--- config.mk ---
export PLATFORM = sky130hd
export DESIGN_NAME = booth_digit_decoder_flat
export DESIGN_NICKNAME = d
export VERILOG_FILES = /design/src/rtl/booth_digit_decoder_if.sv /design/src/rtl/booth_digit_decoder.sv /design/src/flat_wrapper.sv
export SDC_FILE = /design/constraint.sdc
export NUM_CORES = 1
export LEC_CHECK = 0
export BUFFER_PORTS_ARGS = -buffer_cell sky130_fd_sc_hd__buf_4
export CORE_MARGIN = 5
export CORE_UTILIZATION = 54
export CTS_CLUSTER_DIAMETER = 40
export DETAILED_ROUTE_END_ITERATION = 6
export GPL_TIMING_DRIVEN = 0
export PLACE_DENSITY = 0.78
export SYNTH_ARGS = -nofsm -noshare
export SYNTH_HDL_FRONTEND = slang
export SYNTH_SLANG_ARGS = --single-unit
--- constraint.sdc ---
create_clock -name clk -period 4.5 [get_ports clk]
set_input_delay 1.125 -clock clk [delete_from_list [all_inputs] [get_ports clk]]
set_output_delay 1.125 -clock clk [all_outputs]
set_load 0.02 [all_outputs]
--- src/rtl/booth_digit_decoder_if.sv ---
// Handshake bundle between a Booth digit producer and the decoder/accumulator.
// master drives start/mcand/digits and consumes the product; slave is the decoder.
interface booth_digit_decoder_if #(parameter int WIDTH = 16);
  logic                 start;
  logic [WIDTH-1:0]     mcand;
  logic                 dig_valid;
  logic                 dig_ready;
  logic [2:0]           dig;
  logic                 prod_valid;
  logic                 prod_ready;
  logic [2*WIDTH-1:0]   prod;
  logic                 busy;
  logic                 err;

  modport master (
    output start, mcand, dig_valid, dig, prod_ready,
    input  dig_ready, prod_valid, prod, busy, err
  );

  modport slave (
    input  start, mcand, dig_valid, dig, prod_ready,
    output dig_ready, prod_valid, prod, busy, err
  );
endinterface

--- src/rtl/booth_digit_decoder.sv ---
// Sequential radix-4 Booth decoder: accumulates one shifted partial product per
// accepted digit (LSB digit first) and presents the signed 2*WIDTH product.
module booth_digit_decoder #(
  parameter int WIDTH = 16
) (
  input  logic                  clk,
  input  logic                  rst_n,
  booth_digit_decoder_if.slave  bus
);
  localparam int NDIG = WIDTH / 2;
  localparam int KW   = (NDIG > 1) ? $clog2(NDIG) : 1;
  localparam int PW   = 2 * WIDTH;

  typedef enum logic [1:0] {IDLE, ACC, DONE} state_t;

  state_t           state, state_nxt;
  logic [WIDTH-1:0] mcand_q;
  logic [PW-1:0]    acc_q;
  logic [KW-1:0]    k_q;
  logic             err_q;

  logic [PW-1:0]    mc_ext, pp_base, pp;
  logic             illegal;
  logic             dig_fire, last_dig;

  assign mc_ext   = {{WIDTH{mcand_q[WIDTH-1]}}, mcand_q};
  assign dig_fire = (state == ACC) && bus.dig_valid;
  assign last_dig = (k_q == KW'(NDIG - 1));

  // {neg,two,one}: 011/111 are illegal and contribute nothing.
  always_comb begin
    pp_base = '0;
    illegal = 1'b0;
    case (bus.dig)
      3'b001:         pp_base = mc_ext;
      3'b010:         pp_base = mc_ext << 1;
      3'b101:         pp_base = -mc_ext;
      3'b110:         pp_base = -(mc_ext << 1);
      3'b011, 3'b111: illegal = 1'b1;
      default:        pp_base = '0;
    endcase
  end

  assign pp = pp_base << {k_q, 1'b0};

  always_comb begin
    state_nxt = state;
    case (state)
      IDLE:    if (bus.start)        state_nxt = ACC;
      ACC:     if (dig_fire && last_dig) state_nxt = DONE;
      DONE:    if (bus.prod_ready)   state_nxt = IDLE;
      default:                       state_nxt = IDLE;
    endcase
  end

  always_ff @(posedge clk or negedge rst_n) begin
    if (!rst_n) begin
      state   <= IDLE;
      mcand_q <= '0;
      acc_q   <= '0;
      k_q     <= '0;
      err_q   <= 1'b0;
    end else begin
      state <= state_nxt;
      if (state == IDLE && bus.start) begin
        mcand_q <= bus.mcand;
        acc_q   <= '0;
        k_q     <= '0;
        err_q   <= 1'b0;
      end else if (dig_fire) begin
        acc_q <= acc_q + pp;
        k_q   <= k_q + KW'(1);
        if (illegal) err_q <= 1'b1;
      end
    end
  end

  // acc_q only moves in ACC, so it is stable for the whole DONE phase.
  assign bus.prod       = acc_q;
  assign bus.err        = err_q;
  assign bus.dig_ready  = (state == ACC);
  assign bus.prod_valid = (state == DONE);
  assign bus.busy       = (state != IDLE);
endmodule

--- src/flat_wrapper.sv ---
// flat-port wrapper written by rule: the top's interface ports become plain ports
module booth_digit_decoder_flat 
#(
  parameter int WIDTH = 16
)
  (clk, rst_n, bus_start, bus_mcand, bus_dig_valid, bus_dig, bus_prod_ready, bus_dig_ready, bus_prod_valid, bus_prod, bus_busy, bus_err);
  booth_digit_decoder_if #(.WIDTH(WIDTH)) bus_i ();
  input  logic clk;
  input  logic rst_n;
  input wire logic [$bits(bus_i.start)-1:0] bus_start;
  input wire logic [$bits(bus_i.mcand)-1:0] bus_mcand;
  input wire logic [$bits(bus_i.dig_valid)-1:0] bus_dig_valid;
  input wire logic [$bits(bus_i.dig)-1:0] bus_dig;
  input wire logic [$bits(bus_i.prod_ready)-1:0] bus_prod_ready;
  output wire logic [$bits(bus_i.dig_ready)-1:0] bus_dig_ready;
  output wire logic [$bits(bus_i.prod_valid)-1:0] bus_prod_valid;
  output wire logic [$bits(bus_i.prod)-1:0] bus_prod;
  output wire logic [$bits(bus_i.busy)-1:0] bus_busy;
  output wire logic [$bits(bus_i.err)-1:0] bus_err;
  assign bus_i.start = bus_start;
  assign bus_i.mcand = bus_mcand;
  assign bus_i.dig_valid = bus_dig_valid;
  assign bus_i.dig = bus_dig;
  assign bus_i.prod_ready = bus_prod_ready;
  assign bus_dig_ready = bus_i.dig_ready;
  assign bus_prod_valid = bus_i.prod_valid;
  assign bus_prod = bus_i.prod;
  assign bus_busy = bus_i.busy;
  assign bus_err = bus_i.err;
  booth_digit_decoder #(.WIDTH(WIDTH)) u_core (.clk(clk), .rst_n(rst_n), .bus(bus_i));
endmodule
==> impl_metrics.csv, run 1 <==
group,metric,value,unit
clock_network,clockBufferDepth,2,
synthesis,synthMostInstantiatedCell,"nand2_1",
critical_path,worst_reg2reg_endpoint,"u_core.bus.prod[31]$_DFFE_PN0P_",
layout,nets_final,798,
outcome,violations,"setup timing",
floorplanning,die_area,0.01153,mm^2
drt,detail_route.vias_per_cell,6.235,
synthesis,synth_cell_area,0.005122,mm^2
synthesis,synth_commonest_cells,"72 x nand2_1, 54 x dfrtp_1, 52 x o21ai_0, 48 x nor2_1, 42 x ha_1",
critical_path,register_to_register_setup_slack,-210,ps
synthesis,synth_top_family_by_area,"compound AO/OA/AOI/OAI gates",
pwr,power_total,6040,uW
synthesis,ys_async_sr_fraction,100.0,%
floorplanning,floorplan.initialDensity,55.44,%
critical_path,worstSetupEndpointType,"flip-flop",
critical_path,required,4710,ps
pwr,ir_drop,693.6,uV
critical_path,cp_data_arrival_time,4920,ps
drt,firstDrtPassIters,6,
floorplanning,total_number_of_placement_rows,35,
placement,gp_congestion,0.9093,
layout,nFillCells,663,
synthesis,ys_seq_area_share,26.38,%
run,maxCapViolCount,0,
critical_path,timing.reg2reg.worst_path_depth,21,
global_route,track_usage,26.61,%
layout,n_antenna_cell,0,
floorplanning,die_height,107.4,um
floorplanning,die_width,107.4,um
synthesis,synth_top_area_share,26.38,%
critical_path,critPathLaunchType,"flip-flop",
critical_path,startpoint_of_the_lowest_slack_register_to_register_path,"u_core.mcand_q[0]$_DFFE_PN0P_",
clock_network,ctsHoldBuffers,0,
sta,setup_total_negative_slack,-1035,ps
synthesis,synth.distinct_cells,63,
floorplanning,floorplan.core_area,0.009240,mm^2
min_path,holdCritStartpoint,"u_core.bus.err$_DFFE_PN0P_",
synthesis,share_of_cell_area_taken_by_muxes_after_synthesis,8.574,%
synthesis,fraction_of_the_mapped_netlist_area_in_simple_logic_gates,17.10,%
layout,syn2layout_area_growth,31.41,%
synthesis,yosys_warnings,0,
synthesis,postSynth.topFlopCell,"dfrtp_1",
min_path,worst_hold_check_path_type,"reg2reg",
critical_path,critical_path_class,"reg2reg",
pwr,powerDensity,897.3,mW/mm^2
drt,wl_per_cell,18.73,um
sta,setup_viol_count_final,8,
global_route,antenna_violations_before_repair,0,
drt,ant_nets,0,
synthesis,post_synth_main_area_contributors,"dfrtp_1 26%, ha_1 10%, nand2_1 5.3%",
outcome,outcome,"complete, but fails checks",
drt,drt_first_iter_violations,481,
drt,detail_route.drc_violations,0,
synthesis,syn-num-nets,684,
clock_network,tritoncts,"built",
layout,drive_gt1_share,34.70,%
sta,drv_slew,0,
drt,routed_wirelength,16.13,mm
clock_network,ctsHtreeMaxLevel,2,
global_route,grt_overflow_total,0,
clock_network,cts_num_sinks,54,
sta,tmin_final,4715,ps
placement,place.port_buffers,59,
sta,max_clock_freq,212.1,MHz
clock_network,clk_pin_slew_worst_paths,120,ps
sta,rsz0062_at_grt,"yes",
sta,final-hold-violation-count,0,
drt,via_count,5368,
sta,transition_time_at_the_pin_with_the_least_slew_margin,730.5,ps
min_path,timing.hold.worst_endpoint,"u_core.bus.err$_DFFE_PN0P_",
synthesis,syn-instance-count,617,
clock_network,clk_latency,330,ps
pwr,power_leakage,0.003007,uW
floorplanning,ios,60,
sta,final.period_utilization,104.8,%
clock_network,cts-root-buf,"clkbuf_8",
synthesis,synth.ff_latch_count,54,
sta,final.setup.worst_slack,-215.0,ps
synthesis,post_synth.cell_area_avg,8.302,um^2
synthesis,synth_enable_flop_cells,0,
placement,detailedPlacementHpwl,10.80,mm
sta,clock-skew-final,11.35,ps
synthesis,synthXorXnorAreaFrac,7.181,%
global_route,pin_count_of_the_biggest_net_entering_global_routing,55,
clock_network,tritoncts.num_buffers,5,
synthesis,post-synth-top-area-cell,"dfrtp_1",
min_path,timing.hold.worst_path_depth,2,
sta,timing.slew.headroom,51.30,%
global_route,first_global_vias,5269,
synthesis,yosys.area_share.adder,10.65,%
synthesis,synthesized_area_fraction_occupied_by_ao_oa_aoi_and_oai_cells,26.06,%
critical_path,worstPathMaxFanout,4,
global_route,grt_first_pass_wirelength,25.12,mm
[worst max-delay path, cell delays in order, from the launching register on]
cell and delay, ps:
dfrtp_1 440, inv_2 100, ha_2 220, nor3b_4 250, nand2_1 120, o31ai_2 220, xor2_1 310, buf_4 180
o22ai_2 90, mux2i_2 240, mux2_4 230, o22ai_4 80, ha_2 230, a21o_1 200, a221oi_2 330, o21ai_2 90
a21oi_2 200, o21ai_2 110, a31o_4 270, a211oi_4 310, mux2i_1 240, o211ai_1 130
[logic make-up after synthesis]
family,Yosys count
xor+xnor,42
buf+inv,51
mux,41
fa+ha+maj,43
simple gates,181
compound gates,205
flops,54
[layer usage]
metal | part of all wire, % | up-vias | GRT usage (%)
met5 | 0 | - | 0
met2 | 51 | 259 | 46.87
met3 | 7.4 | 38 | 4.499
li1 | - | 2486 | -
met1 | 40 | 2585 | 33.57
met4 | 2.2 | 0 | 7.304
[sequential cells by signal, indices dropped and copies added, names as in the netlist]
name,cells
u_core.bus.prod,32
u_core.k_q,3
u_core.mcand_q,16
u_core.bus.err,1
u_core.state,2
[what timing repair did]
action | in CTS | in global routing
pin swaps | 32 | 44
gates resized for setup | 59 | 68
setup buffers | 30 | 21
setup endpoints to repair | 16 | 15
cloned | 0 | 0
[where the power goes]
part | switching (uW) | internal [uW]
Sequential | 244 | 720
Clock | 185 | 110
Combinational | 2670 | 2110
[cell usage in the layout, fill, tap and decap left out, drive strengths merged, types with 6 or more instances in the layout]
| master | instances |
|---|---|
| a211oi | 10 |
| a21o | 13 |
| a21oi | 41 |
| a22o | 6 |
| a31oi | 11 |
| and2 | 7 |
| buf | 118 |
| clkbuf | 27 |
| dfrtp | 54 |
| ha | 42 |
| inv | 16 |
| mux2 | 20 |
| mux2i | 21 |
| nand2 | 73 |
| nand3 | 6 |
| nor2 | 49 |
| nor3 | 12 |
| o21a | 10 |
| o21ai | 57 |
| o22ai | 20 |
| o31ai | 12 |
| xnor2 | 20 |
| xor2 | 22 |
[how the worst max path moves through the flow]
stage                             startpoint                               to  slack (ps)  cells after the start
3_3_place_gp                      bus_dig[0]  u_core.bus.prod[31]$_DFFE_PN0P_        -840                     20
6_report       u_core.mcand_q[0]$_DFFE_PN0P_  u_core.bus.prod[31]$_DFFE_PN0P_        -210                     21
2_1_floorplan                     bus_dig[0]  u_core.bus.prod[31]$_DFFE_PN0P_          30                     19
4_1_cts                           bus_dig[1]  u_core.bus.prod[27]$_DFFE_PN0P_        -160                     21
5_1_grt        u_core.mcand_q[0]$_DFFE_PN0P_  u_core.bus.prod[31]$_DFFE_PN0P_        -390                     21
3_5_place_dp                      bus_dig[0]  u_core.bus.prod[31]$_DFFE_PN0P_        -950                     20
[layout make-up]
class,instances,area [um^2],area share (%)
plain buffers,32,148.9,2.212
clock inverters,3,21.27,0.3160
clock buffers,5,68.82,1.022
multi-input cells,512,4086,60.71
repair buffers,108,818.3,12.16
inverters,18,71.32,1.059
well taps,129,161.4,2.398
flip-flops and latches,54,1355,20.13
[metrics by stage]
stage	util [%]	hold WS [ps]	setup WS [ps]	cells	instance area [um^2]
4_1_cts	68.08	517.6	-163.0	842	6291
3_5_place_dp	62.02	490.6	-946.7	805	5731
5_1_grt	72.85	553.1	-387.1	861	6731
3_3_place_gp	62.02	485.6	-840.8	805	5731
2_1_floorplan	-	518.2	34.87	617	5126
6_report	72.85	514.9	-215.0	861	6731
Note: power is estimated with default switching activity, not from simulation.
==> run 2: changes to the inputs <==
- GPL_TIMING_DRIVEN: 0 -> unset
==> run 2 against run 1 <==
Compared with the run above:
- the flow still finishes with violations (setup timing)
- design area grew 5.1%
- die area stayed put
- first-iteration DRC count decreased by 13%
- flip-flop and latch count stayed put
- highest routed layer unchanged
- sequential power up 3.0%
- critical path type unchanged
- wire length is 0.85% lower
- cell count up 6.3%
- clock power increased by 3%
==> impl_metrics.csv, run 2 (synthesis results as in run 1) <==
group,metric,value,unit
drt,detail_route.vias_per_cell,5.966,
sta,setup_total_negative_slack,-800.8,ps
min_path,worst_hold_check_path_type,"reg2reg",
outcome,outcome,"complete, but fails checks",
floorplanning,die_area,0.01153,mm^2
layout,drive_gt1_share,37.53,%
critical_path,required,4710,ps
critical_path,timing.reg2reg.worst_path_depth,18,
clock_network,ctsHtreeMaxLevel,2,
sta,tmin_final,4664,ps
drt,wl_per_cell,17.47,um
clock_network,cts-root-buf,"clkbuf_8",
floorplanning,floorplan.initialDensity,55.44,%
critical_path,worst_path_most_repeated_cell,"o21ai_2",
critical_path,cp_buf_inv_count,0,
sta,final.setup.worst_slack,-163.9,ps
critical_path,timing.critical_path.max_delay_family,"compound AO/OA/AOI/OAI gates",
floorplanning,die_width,107.4,um
critical_path,worst_reg2reg_endpoint,"u_core.bus.prod[31]$_DFFE_PN0P_",
floorplanning,die_height,107.4,um
sta,final.period_utilization,103.6,%
clock_network,tritoncts.num_buffers,5,
global_route,pin_count_of_the_biggest_net_entering_global_routing,55,
drt,firstDrtPassIters,5,
layout,largest_reg_flops,32,
global_route,track_usage,26.56,%
sta,final-hold-violation-count,0,
outcome,violations,"setup timing",
critical_path,register_to_register_setup_slack,-160,ps
clock_network,tritoncts,"built",
min_path,timing.hold.worst_endpoint,"u_core.bus.err$_DFFE_PN0P_",
drt,wirelength_met1,6.892,mm
layout,utilization,76.53,%
layout,mostFrequentLayoutCell,"buf_4",
min_path,holdCritStartpoint,"u_core.bus.err$_DFFE_PN0P_",
sta,transition_time_at_the_pin_with_the_least_slew_margin,1126,ps
layout,nets_final,852,
drt,wl_met3,838,um
pwr,power_leakage,0.003358,uW
sta,drv_slew,0,
global_route,antenna_violations_before_repair,0,
floorplanning,total_number_of_placement_rows,35,
drt,detail_route.drc_violations,0,
drt,routed_wirelength,15.99,mm
critical_path,startpoint_of_the_lowest_slack_register_to_register_path,"u_core.mcand_q[1]$_DFFE_PN0P_",
drt,ant_nets,0,
layout,most-common-layout-cells,"190 x buf_4, 71 x nand2_1, 54 x dfrtp_1",
drt,drt_first_iter_violations,420,
sta,clock-skew-final,10.03,ps
drt,via_count,5459,
placement,detailedPlacementHpwl,11.23,mm
clock_network,cts_num_sinks,54,
sta,timing.slew.headroom,24.75,%
sta,rsz0062_at_grt,"yes",
placement,gp_congestion,0.9636,
layout,syn2layout_area_growth,38.06,%
clock_network,clockBufferDepth,2,
global_route,grt_first_pass_wirelength,25.12,mm
clock_network,ctsHoldBuffers,0,
floorplanning,floorplan.core_area,0.009240,mm^2
placement,place.port_buffers,59,
drt,topRoutingLayerUsed,"met4",
pwr,powerDensity,905.2,mW/mm^2
sta,setup_viol_count_final,10,
sta,max_clock_freq,214.4,MHz
clock_network,clk_pin_slew_worst_paths,110,ps
global_route,grt_overflow_total,0,
clock_network,clk_latency,320,ps
critical_path,cp_data_arrival_time,4870,ps
min_path,timing.hold.worst_path_depth,2,
critical_path,worstPathMaxFanout,4,
critical_path,cp_cell_sequence,"or4_4, or4_4, xnor2_2, o22ai_1, o21ai_2, o21ai_2, mux2i_2, o22ai_2, ha_1, a21o_1, a221oi_4, o21ai_2, a21oi_2, o21ai_2, a31o_4, a211oi_4, mux2i_1, o211ai_1",
critical_path,critPathMaxStageDelay,550,ps
critical_path,critical-path-slowest-cell,"or4_4",
pwr,ir_drop,615.2,uV
placement,place_ws,-574.5,ps
run,maxCapViolCount,0,
global_route,first_global_vias,5289,
critical_path,critPathLaunchType,"flip-flop",
layout,n_antenna_cell,0,
critical_path,worstSetupEndpointType,"flip-flop",
floorplanning,ios,60,
critical_path,critical_path_class,"reg2reg",
drt,amount_of_wire_on_met2_after_detailed_routing,7.723,mm
[run 2: cell types whose count changed in the layout (fill, tap and decap cells not counted), sizes merged]
cell | previous run | this run
buf | 118 | 194
clkbuf | 27 | 6
clkinv | 3 | 1
inv | 16 | 18
clkinvlp | 2 | 1
[run 2: worst reg2reg max path, stage by stage, from the launching register on]
cell and delay [ps]:
dfrtp_1 420, or4_4 550, or4_4 460, xnor2_2 150, o22ai_1 110, o21ai_2 180
o21ai_2 100, mux2i_2 240, o22ai_2 110, ha_1 370, a21o_1 240, a221oi_4 340
o21ai_2 120, a21oi_2 180, o21ai_2 90, a31o_4 270, a211oi_4 280, mux2i_1 220
o211ai_1 100
[run 2: metrics by stage]
step / power (uW) / instance area (um^2) / hold WS, ps / cells
2_1_floorplan: 3628 / 5126 / 518.2 / 617
3_3_place_gp: 5195 / 6505 / 483.1 / 894
3_5_place_dp: 5353 / 6505 / 484.4 / 894
4_1_cts: 5908 / 6797 / 510.9 / 909
5_1_grt: 6844 / 7072 / 532.4 / 915
6_report: 6402 / 7072 / 505.1 / 915
[run 2: per-layer routing]
metal  vias to the layer above  global-route usage, %
met3                        45                  3.419
li1                       2585                      -
met4                         0                  10.10
met5                         -                      0
met2                       209                  45.62
met1                      2620                  33.96
[run 2: layout make-up]
| cell class | count | area (um^2) |
|---|---|---|
| Clock buffer | 6 | 82.58 |
| Clock inverter | 2 | 16.27 |
| Fill cell | 597 | 2168 |
| Inverter | 18 | 67.56 |
| Multi-Input combinational cell | 512 | 3921 |
| Sequential cell | 54 | 1351 |
| Tap cell | 129 | 161.4 |
| Timing Repair Buffer | 194 | 1471 |
[run 2: how the worst max path moves through the flow]
stage               cells after the start                           from  slack, ps                              end
detailed placement                     19                     bus_dig[1]       -570  u_core.bus.prod[31]$_DFFE_PN0P_
global route                           19  u_core.mcand_q[3]$_DFFE_PN0P_       -380  u_core.bus.prod[26]$_DFFE_PN0P_
floorplan                              19                     bus_dig[0]         30  u_core.bus.prod[31]$_DFFE_PN0P_
global placement                       18                     bus_dig[1]       -370  u_core.bus.prod[29]$_DFFE_PN0P_
finish                                 18  u_core.mcand_q[1]$_DFFE_PN0P_       -160  u_core.bus.prod[31]$_DFFE_PN0P_
CTS                                    17  u_core.mcand_q[3]$_DFFE_PN0P_        -50  u_core.bus.prod[26]$_DFFE_PN0P_
[run 2: repair_timing]
item	in CTS	in global routing
setup buffers	7	7
pin swaps	19	40
setup endpoints to repair	12	16
gates resized for setup	32	46
gates cloned	0	0
[run 2: power breakdown]
part	internal [uW]	switching [uW]	leakage [uW]	total (uW)
logic	2450	2660	0.00264	5100
clock network	127	178	0.0000478	305
registers	718	274	0.000669	992
total	3290	3110	0.00336	6400
